File: config.mk
export PLATFORM = sky130hd
export DESIGN_NAME = handshake_arbiter
export DESIGN_NICKNAME = d
export VERILOG_FILES = /design/src/rtl/handshake_pkg.sv /design/src/rtl/handshake_arbiter_rr_pick.sv /design/src/rtl/handshake_arbiter.sv
export SDC_FILE = /design/constraint.sdc
export NUM_CORES = 1
export LEC_CHECK = 0
export CAP_MARGIN = 20
export CORE_AREA = 2 2 52 54
export CTS_CLUSTER_DIAMETER = 30
export DETAILED_ROUTE_END_ITERATION = 10
export DIE_AREA = 0 0 54 56
export PLACE_DENSITY_LB_ADDON = 0.05
export REMOVE_ABC_BUFFERS = 1
export SLEW_MARGIN = 0
export SYNTH_ARGS = -nofsm -noshare
export SYNTH_HDL_FRONTEND = slang
export SYNTH_SLANG_ARGS = --single-unit
export TNS_END_PERCENT = 100
File: constraint.sdc
create_clock -name sys_clk -period 5.85 [get_ports sys_clk]
set_clock_uncertainty 0.05 [all_clocks]
set_input_delay 0.585 -clock sys_clk [delete_from_list [all_inputs] [get_ports sys_clk]]
set_output_delay 0.585 -clock sys_clk [all_outputs]
set_load 0.01 [all_outputs]
File: src/rtl/handshake_pkg.sv
// Shared state encodings and default widths for the handshake blocks.
package handshake_pkg;

  // One-bit arbiter state: waiting for a request, or forwarding a burst.
  typedef enum logic {
    ST_IDLE = 1'b0,
    ST_BUSY = 1'b1
  } state_e;

  // Default sizing used across the handshake blocks.
  localparam int DEF_N_REQ     = 4;
  localparam int DEF_DATA_W    = 8;
  localparam int DEF_BURST_LEN = 16;

endpackage

File: src/rtl/handshake_arbiter_rr_pick.sv
// Round-robin pick: first set request bit at or after ptr_i, wrapping modulo N_REQ.
module rr_pick #(
  parameter int N_REQ = 4,
  parameter int ID_W  = 2
) (
  input  logic [N_REQ-1:0] req_i,
  input  logic [ID_W-1:0]  ptr_i,
  output logic [ID_W-1:0]  winner_o,
  output logic             any_o
);

  localparam int SUM_W = ID_W + 1;
  localparam logic [SUM_W-1:0] N_VAL = SUM_W'(N_REQ);

  logic [2*N_REQ-1:0] dbl_req;
  logic [N_REQ-1:0]   rot_req;
  logic [ID_W-1:0]    sel;
  logic [SUM_W-1:0]   sum;

  // Rotate so that ptr_i lands at bit 0; doubling the vector makes the wrap free.
  assign dbl_req = {req_i, req_i};
  assign rot_req = N_REQ'(dbl_req >> ptr_i);
  assign any_o   = |req_i;

  // Priority-encode the rotated vector, then undo the rotation modulo N_REQ.
  always_comb begin
    sel = '0;
    for (int k = N_REQ - 1; k >= 0; k--) begin
      if (rot_req[k]) sel = ID_W'(k);
    end
    sum = {1'b0, ptr_i} + {1'b0, sel};
    if (sum >= N_VAL) sum = sum - N_VAL;
    winner_o = sum[ID_W-1:0];
  end

endmodule

File: src/rtl/handshake_arbiter.sv
// Round-robin arbiter sharing one valid/ready sink between N_REQ sources,
// holding each grant for up to BURST_LEN accepted beats.
module handshake_arbiter
  import handshake_pkg::*;
#(
  parameter  int N_REQ     = DEF_N_REQ,
  parameter  int DATA_W    = DEF_DATA_W,
  parameter  int BURST_LEN = DEF_BURST_LEN,
  localparam int ID_W      = $clog2(N_REQ)
) (
  input  logic                    sys_clk,
  input  logic                    reset,
  input  logic [N_REQ-1:0]        req_vaild,
  input  logic [N_REQ*DATA_W-1:0] req_data,
  output logic [N_REQ-1:0]        req_ready,
  output logic                    out_vaild,
  output logic [DATA_W-1:0]       out_data,
  input  logic                    out_ready,
  output logic [ID_W-1:0]         grant_id,
  output logic                    busy
);

  localparam int CNT_W = $clog2(BURST_LEN + 1);
  localparam logic [CNT_W-1:0] LAST_BEAT = CNT_W'(BURST_LEN - 1);
  localparam logic [ID_W-1:0]  LAST_ID   = ID_W'(N_REQ - 1);

  state_e           state_q, state_d;
  logic [ID_W-1:0]  grant_q, grant_d;
  logic [ID_W-1:0]  rr_ptr_q, rr_ptr_d;
  logic [CNT_W-1:0] beat_cnt_q, beat_cnt_d;

  logic [ID_W-1:0]   winner;
  logic              any_req;
  logic              granted_vld;
  logic [DATA_W-1:0] granted_data;
  logic              beat;

  rr_pick #(
    .N_REQ (N_REQ),
    .ID_W  (ID_W)
  ) u_rr_pick (
    .req_i    (req_vaild),
    .ptr_i    (rr_ptr_q),
    .winner_o (winner),
    .any_o    (any_req)
  );

  assign granted_vld  = req_vaild[grant_q];
  assign granted_data = req_data[grant_q*DATA_W +: DATA_W];
  assign grant_id     = grant_q;
  assign busy         = (state_q == ST_BUSY);

  // State register; reset aborts any burst in progress.
  always_ff @(posedge sys_clk) begin
    if (!reset) begin
      state_q    <= ST_IDLE;
      grant_q    <= '0;
      rr_ptr_q   <= '0;
      beat_cnt_q <= '0;
    end else begin
      state_q    <= state_d;
      grant_q    <= grant_d;
      rr_ptr_q   <= rr_ptr_d;
      beat_cnt_q <= beat_cnt_d;
    end
  end

  // Next-state and output mux; the sink only ever sees the granted source.
  always_comb begin
    state_d    = state_q;
    grant_d    = grant_q;
    rr_ptr_d   = rr_ptr_q;
    beat_cnt_d = beat_cnt_q;
    out_vaild  = 1'b0;
    out_data   = '0;
    req_ready  = '0;
    beat       = 1'b0;

    case (state_q)
      ST_IDLE: begin
        if (any_req) begin
          grant_d    = winner;
          beat_cnt_d = '0;
          state_d    = ST_BUSY;
        end
      end

      ST_BUSY: begin
        // Handshake outputs are suppressed while reset is held so no beat
        // can be accepted in the cycle that aborts the burst.
        if (reset) begin
          out_vaild          = granted_vld;
          out_data           = granted_data;
          req_ready[grant_q] = out_ready;
        end
        beat = granted_vld & out_ready;

        if (!granted_vld || (beat && beat_cnt_q == LAST_BEAT)) begin
          state_d  = ST_IDLE;
          rr_ptr_d = (grant_q == LAST_ID) ? '0 : grant_q + 1'b1;
        end else if (beat) begin
          beat_cnt_d = beat_cnt_q + 1'b1;
        end
      end

      default: state_d = ST_IDLE;
    endcase
  end

endmodule

==> metrics.yaml, run 1 <==
status: "completed"
ant_nets: 0
slew_headroom: 0.4684
cts_resized: 0
grt_pass1_wl_microns: 4464
die-area_sq_um: 3024
hold_buffers: 0
overflow: 0
diodes: 0
drv_cap: 0
r2r_start: "grant_id[0]$_SDFFE_PN0P_"
cts_max_level: 1
antenna_found_initial: 0
ys_types: 31
synth-seq-cells: 10
hpwl_microns: 2176
clkTransAtPathRegs_ps: 70
switching_share: 0.3054
die_w_microns: 54
required_ps: 5220
fill_cells: 219
start_kind: "flip-flop"
setup_viol_count_final: 0
drt-total-wl_microns: 2738
p_leak_uw: 0.0005760
first_iter_violations: 4
netlist_instances: 108
die_h_microns: 56
cts_tree: "done"
grt_pass1_vias: 1032
drt_first_pass_iters: 4
synthToLayoutAreaGrowth_pct: 56.23
drc: 0
drive_above_1_share: 0.08861
clk_path_buf_depth: 2
p_sw_uw: 81.02
rsz0062_at_grt: "no"
combPwrFrac: 0.418
postCtsSetupBuffers: 0
critPathMaxFanout: 15
rows: 18
fin_tns_setup_ps: 0
arrival_ps: 2400
hold_path.class: "flip-flop to flip-flop"
io-pin-count: 55
clk_latency_ps: 270
cts_buffers: 3
timing.critical_path.from: "grant_id[0]$_SDFFE_PN0P_"
p_int_uw: 184.3
drv_slew: 0
ys_seq_area_frac: 0.2036
syn_area_per_cell_sq_um: 9.106
io_buffer_count: 54
cts_root_buffer: "clkbuf_4"
critPathKind: "flip-flop to output port"
power_frac_clock: 0.235
fmax_mhz: 329.2
hold_viol_final: 0
grt_max_degree: 16
start_util: 0.4043
fin_crit_sh: 0.5193
core_area_sq_um: 2432
layout.nets: 205
setup.worst_path.end_class: "output port"
worst_pin_slew_ps: 796.4
vias: 1024
detail_route.wl_per_cell_microns: 14.56
ir_worst_vdd_mv: 0.1733
finish.utilization: 0.6317
place_congestion: 0.7957
p_total_uw: 265.3
cts.sinks: 10
synth_area_sq_um: 983.4
vias_per_cell: 5.447
fin_crit_ps: 3038
cellPowerDensity_nw_per_um2: 172.7
synth_warnings: 0
min_from: "beat_cnt_q[4]$_SDFFE_PN0P_"
grt_use_total: 0.1959
p_seq_frac: 0.347
through the flow:
stage	std cells	area, sq um	setup WS [ps]	hold WS (ps)
after floorplan	100	922.1	3648	421.5
after global placement	184	1500	2897	436.0
after detailed placement	184	1500	2873	452.6
after CTS	188	1536	2758	463.8
after global routing	188	1536	2648	492.7
final	188	1536	2812	456.1
final timing paths:
path	endpoint	slack, ps	depth (start not counted)
max	out_vaild	2810	3
min	beat_cnt_q[4]$_SDFFE_PN0P_	460	2
max reg2reg	beat_cnt_q[3]$_SDFFE_PN0P_	3580	5
min reg2reg	beat_cnt_q[4]$_SDFFE_PN0P_	460	2
power groups by stage:
stage | combinational (uW) | sequential, uW | clock, uW
3_5_place_dp | 112 | 94.4 | 0
5_1_grt | 122 | 94.9 | 69.5
3_3_place_gp | 109 | 93.9 | 0
6_report | 111 | 92.0 | 62.3
4_1_cts | 112 | 92.9 | 63.9
2_1_floorplan | 56.7 | 90.3 | 0
cell type report:
class / count / area, sq um / share of cell area
multi-input cells: 85 / 703.2 / 0.4577
repair buffers: 54 / 540.5 / 0.3518
inverters: 5 / 18.77 / 0.01222
clock buffers: 4 / 36.28 / 0.02362
flip-flops and latches: 10 / 200.2 / 0.1303
well taps: 30 / 37.54 / 0.02443
worst max-delay path: stages, from the launching register on:
cell	delay (ps)
dfxtp_1	840
mux4_2	640
and2_1	180
clkdlybuf4s50_1	470
cells in the final DEF (no fill, tap or decap), drive strengths merged, types with 3 or more instances in the layout:
cell / count
and2: 10
inv: 5
and3: 5
nand2: 7
clkbuf: 4
ha: 7
clkdlybuf4s50: 54
a31oi: 4
nor2: 11
dfxtp: 10
a21oi: 3
o211ai: 4
nor2b: 3
o21ai: 3
mux4: 9
routing by layer:
metal  track usage  vias up  share of wire
li1              -      492              -
met1        0.2087      484           0.38
met3       0.06989        4          0.092
met4       0.03571        0         0.0099
met2        0.3589       44           0.51
met5             0        -              0
Yosys cell counts:
master	instances	area, sq um
ha_1	7	87.58
or3_1	1	6.260
nand2_1	7	26.28
clkbuf_1	3	11.26
a211o_1	1	8.760
o21ai_0	3	15.01
buf_6	4	45.04
xor2_1	2	17.52
xnor2_1	2	17.52
and3_1	5	31.28
a31oi_1	4	25.02
nor2b_1	3	18.77
nand4_1	1	6.260
nand2b_1	1	6.260
nor4_1	1	6.260
a21oi_1	3	15.01
and4b_1	1	10.01
a211oi_1	2	15.01
o211ai_1	4	30.03
nor3b_2	1	12.51
nor3_1	1	5.000
o41ai_1	1	8.760
mux4_2	9	202.7
inv_1	5	18.77
buf_2	1	5.000
nor2_1	11	41.29
mux2i_1	1	10.01
dfxtp_1	10	200.2
and2_1	10	62.56
nand3_1	2	10.01
nand3b_1	1	7.510
cells by family after synthesis:
logic type | Yosys count | share of synthesized area
simple gates | 46 | 0.2545
fa+ha+maj | 7 | 0.08905
flops | 10 | 0.2036
compound gates | 18 | 0.1196
xor+xnor | 4 | 0.03563
buf+inv | 13 | 0.08142
mux | 10 | 0.2163
registers in the layout (all words and copies together), names as in the netlist:
signal      flops
busy            1
grant_id        2
rr_ptr_q        2
beat_cnt_q      5
(Power assumes the default switching activity.)
==> run 2, diff against run 1 <==
CORE_AREA = 2 2 54 56   (was 2 2 52 54)
DIE_AREA = 0 0 56 58   (was 0 0 54 56)
clock period = 2.9 ns   (was 5.85 ns; I/O delays follow)
==> metrics.yaml, run 2 (same netlist as run 1, synthesis figures left out) <==
die-area_sq_um: 3248  # +7.4%
place_congestion: 0.7419  # -6.8%
first_iter_violations: 33  # +29
use_met3: 0.03795  # -0.03195
vias: 1008  # -1.6%
top_usage_layer: "met2"
hold_viol_final: 0  # unchanged
io-pin-count: 55  # unchanged
cts_buffers: 3  # unchanged
setup.worst_path.end_class: "output port"
crit_chain: "buf_4 > mux4_2 > and2_1 > clkdlybuf4s50_1"
fmax_mhz: 395.9
clk_latency_ps: 270  # about the same
cts_resized: 0  # unchanged
critPathMaxFanout: 11  # -4
fin_crit_ps: 2526
cts.sinks: 10  # unchanged
crit_path_top_delay_cell: "mux4_2"
layout.nets: 207  # +0.98%
critical-path-max-stage-delay_ps: 510  # -330 ps
io_buffer_count: 54  # unchanged
grt_pass1_vias: 978  # -5.2%
ir_worst_vdd_mv: 0.2798  # +61%
start_util: 0.3694  # -0.03496
seq_area_sq_um: 200.2  # unchanged
mostFrequentLayoutCells: "clkdlybuf4s50_1 (54), nor2_1 (11), and2_1 (10), dfxtp_1 (10), mux4_2 (9)"
postCtsSetupBuffers: 0  # unchanged
vias_per_cell: 5.305  # -2.6%
grt_max_degree: 15  # -1
setup_viol_count_final: 0  # unchanged
required_ps: 2560  # -2660 ps
stdcell_area_sq_um: 1539  # +0.16%
hold_buffers: 0  # unchanged
rows: 19  # +1
hpwl_microns: 2051  # -5.7%
p_total_uw: 506.2  # +91%
largest_register: "beat_cnt_q"
cellPowerDensity_nw_per_um2: 328.9  # +90%
drive_above_1_share: 0.09434  # +0.005732
grt_pass1_wl_microns: 4519  # +1.2%
fill_cells: 266  # +21%
synthToLayoutAreaGrowth_pct: 56.49
worst_pin_slew_ps: 564.1  # -232.3 ps
fin_crit_sh: 0.8710
ant_nets: 0  # unchanged
layout_commonest_cell: "clkdlybuf4s50_1"
drt_first_pass_iters: 4  # unchanged
post_dp_cell_area_sq_um: 1516  # +1.1%
cts_max_level: 1  # unchanged
diodes: 0  # unchanged
fin_tns_setup_ps: 0  # unchanged
drc: 0  # unchanged
cts_root_buffer: "clkbuf_4"
detail_route.wl_per_cell_microns: 13.70  # -5.9%
status: "completed"
clkTransAtPathRegs_ps: 60  # about the same
overflow: 0  # unchanged
slew_headroom: 0.6234  # +0.1551
die_h_microns: 58  # +3.6%
core_area_sq_um: 2663  # +9.5%
largest_reg_flops: 5  # unchanged
rsz0062_at_grt: "no"
finish.utilization: 0.5780  # -0.05368
multiInputGateArea_sq_um: 703.2  # unchanged
drv_slew: 0  # unchanged
start_kind: "flip-flop"
drv_cap: 0  # unchanged
grt_use_total: 0.1738  # -0.02211
drt-total-wl_microns: 2603  # -4.9%
hold_path.class: "flip-flop to flip-flop"
met2_usage: 0.2706  # -0.08830
die_w_microns: 56  # +3.7%
met1_usage: 0.2399  # +0.03121
clk_path_buf_depth: 2  # unchanged
p_leak_uw: 0.0005789  # +0.50%
cts_tree: "done"
critPathKind: "flip-flop to output port"
antenna_found_initial: 0  # unchanged
arrival_ps: 2190  # -210 ps
==> run 2: changes by cell type in the layout (fill, tap and decap cells not counted) <==
cell | previous run | this run
buf_4 | 0 | 2
clkbuf_8 | 1 | 0
==> run 2: critical path: cells and delay by family (launching register included) <==
family	cells	cell delay, ps
buffers and inverters	2	750
muxes	1	510
DFF	1	490
and+or+nand+nor	1	170
==> run 2: path summary, 6_finish.rpt <==
kind	startpoint	end	slack, ps	cells past startpoint
worst max register to register	rr_ptr_q[0]$_SDFFE_PN0P_	grant_id[1]$_SDFFE_PN0P_	850	8
worst min-delay path	beat_cnt_q[4]$_SDFFE_PN0P_	beat_cnt_q[4]$_SDFFE_PN0P_	450	2
worst max-delay path	grant_id[0]$_SDFFE_PN0P_	out_data[7]	370	4
worst min register to register	beat_cnt_q[4]$_SDFFE_PN0P_	beat_cnt_q[4]$_SDFFE_PN0P_	450	2
==> run 2: metrics by stage <==
stage,std cells,setup WS (ps),hold slack (ps)
finish,190,374.0,448.1
global placement,187,530.6,437.7
detailed placement,187,498.5,443.4
CTS,190,337.2,451.8
floorplan,100,799.9,368.2
global route,190,243.8,474.0
==> run 2: cell type report <==
cell class	instances	area share
Clock buffer	3	0.01463
Inverter	5	0.01220
Multi-Input combinational cell	85	0.4569
Sequential cell	10	0.1301
Tap cell	31	0.02520
Timing Repair Buffer	56	0.3610
==> run 2: per-layer routing <==
layer	share of wire	routed length (microns)
met1	0.47	1225
met2	0.44	1141
met3	0.076	198
met4	0.015	38
met5	0	0
==> run 2: power by group <==
group          internal (uW)  total, uW  switching, uW
clock                   48.0       94.9           46.9
sequential               148        175           27.2
combinational            152        236           84.8
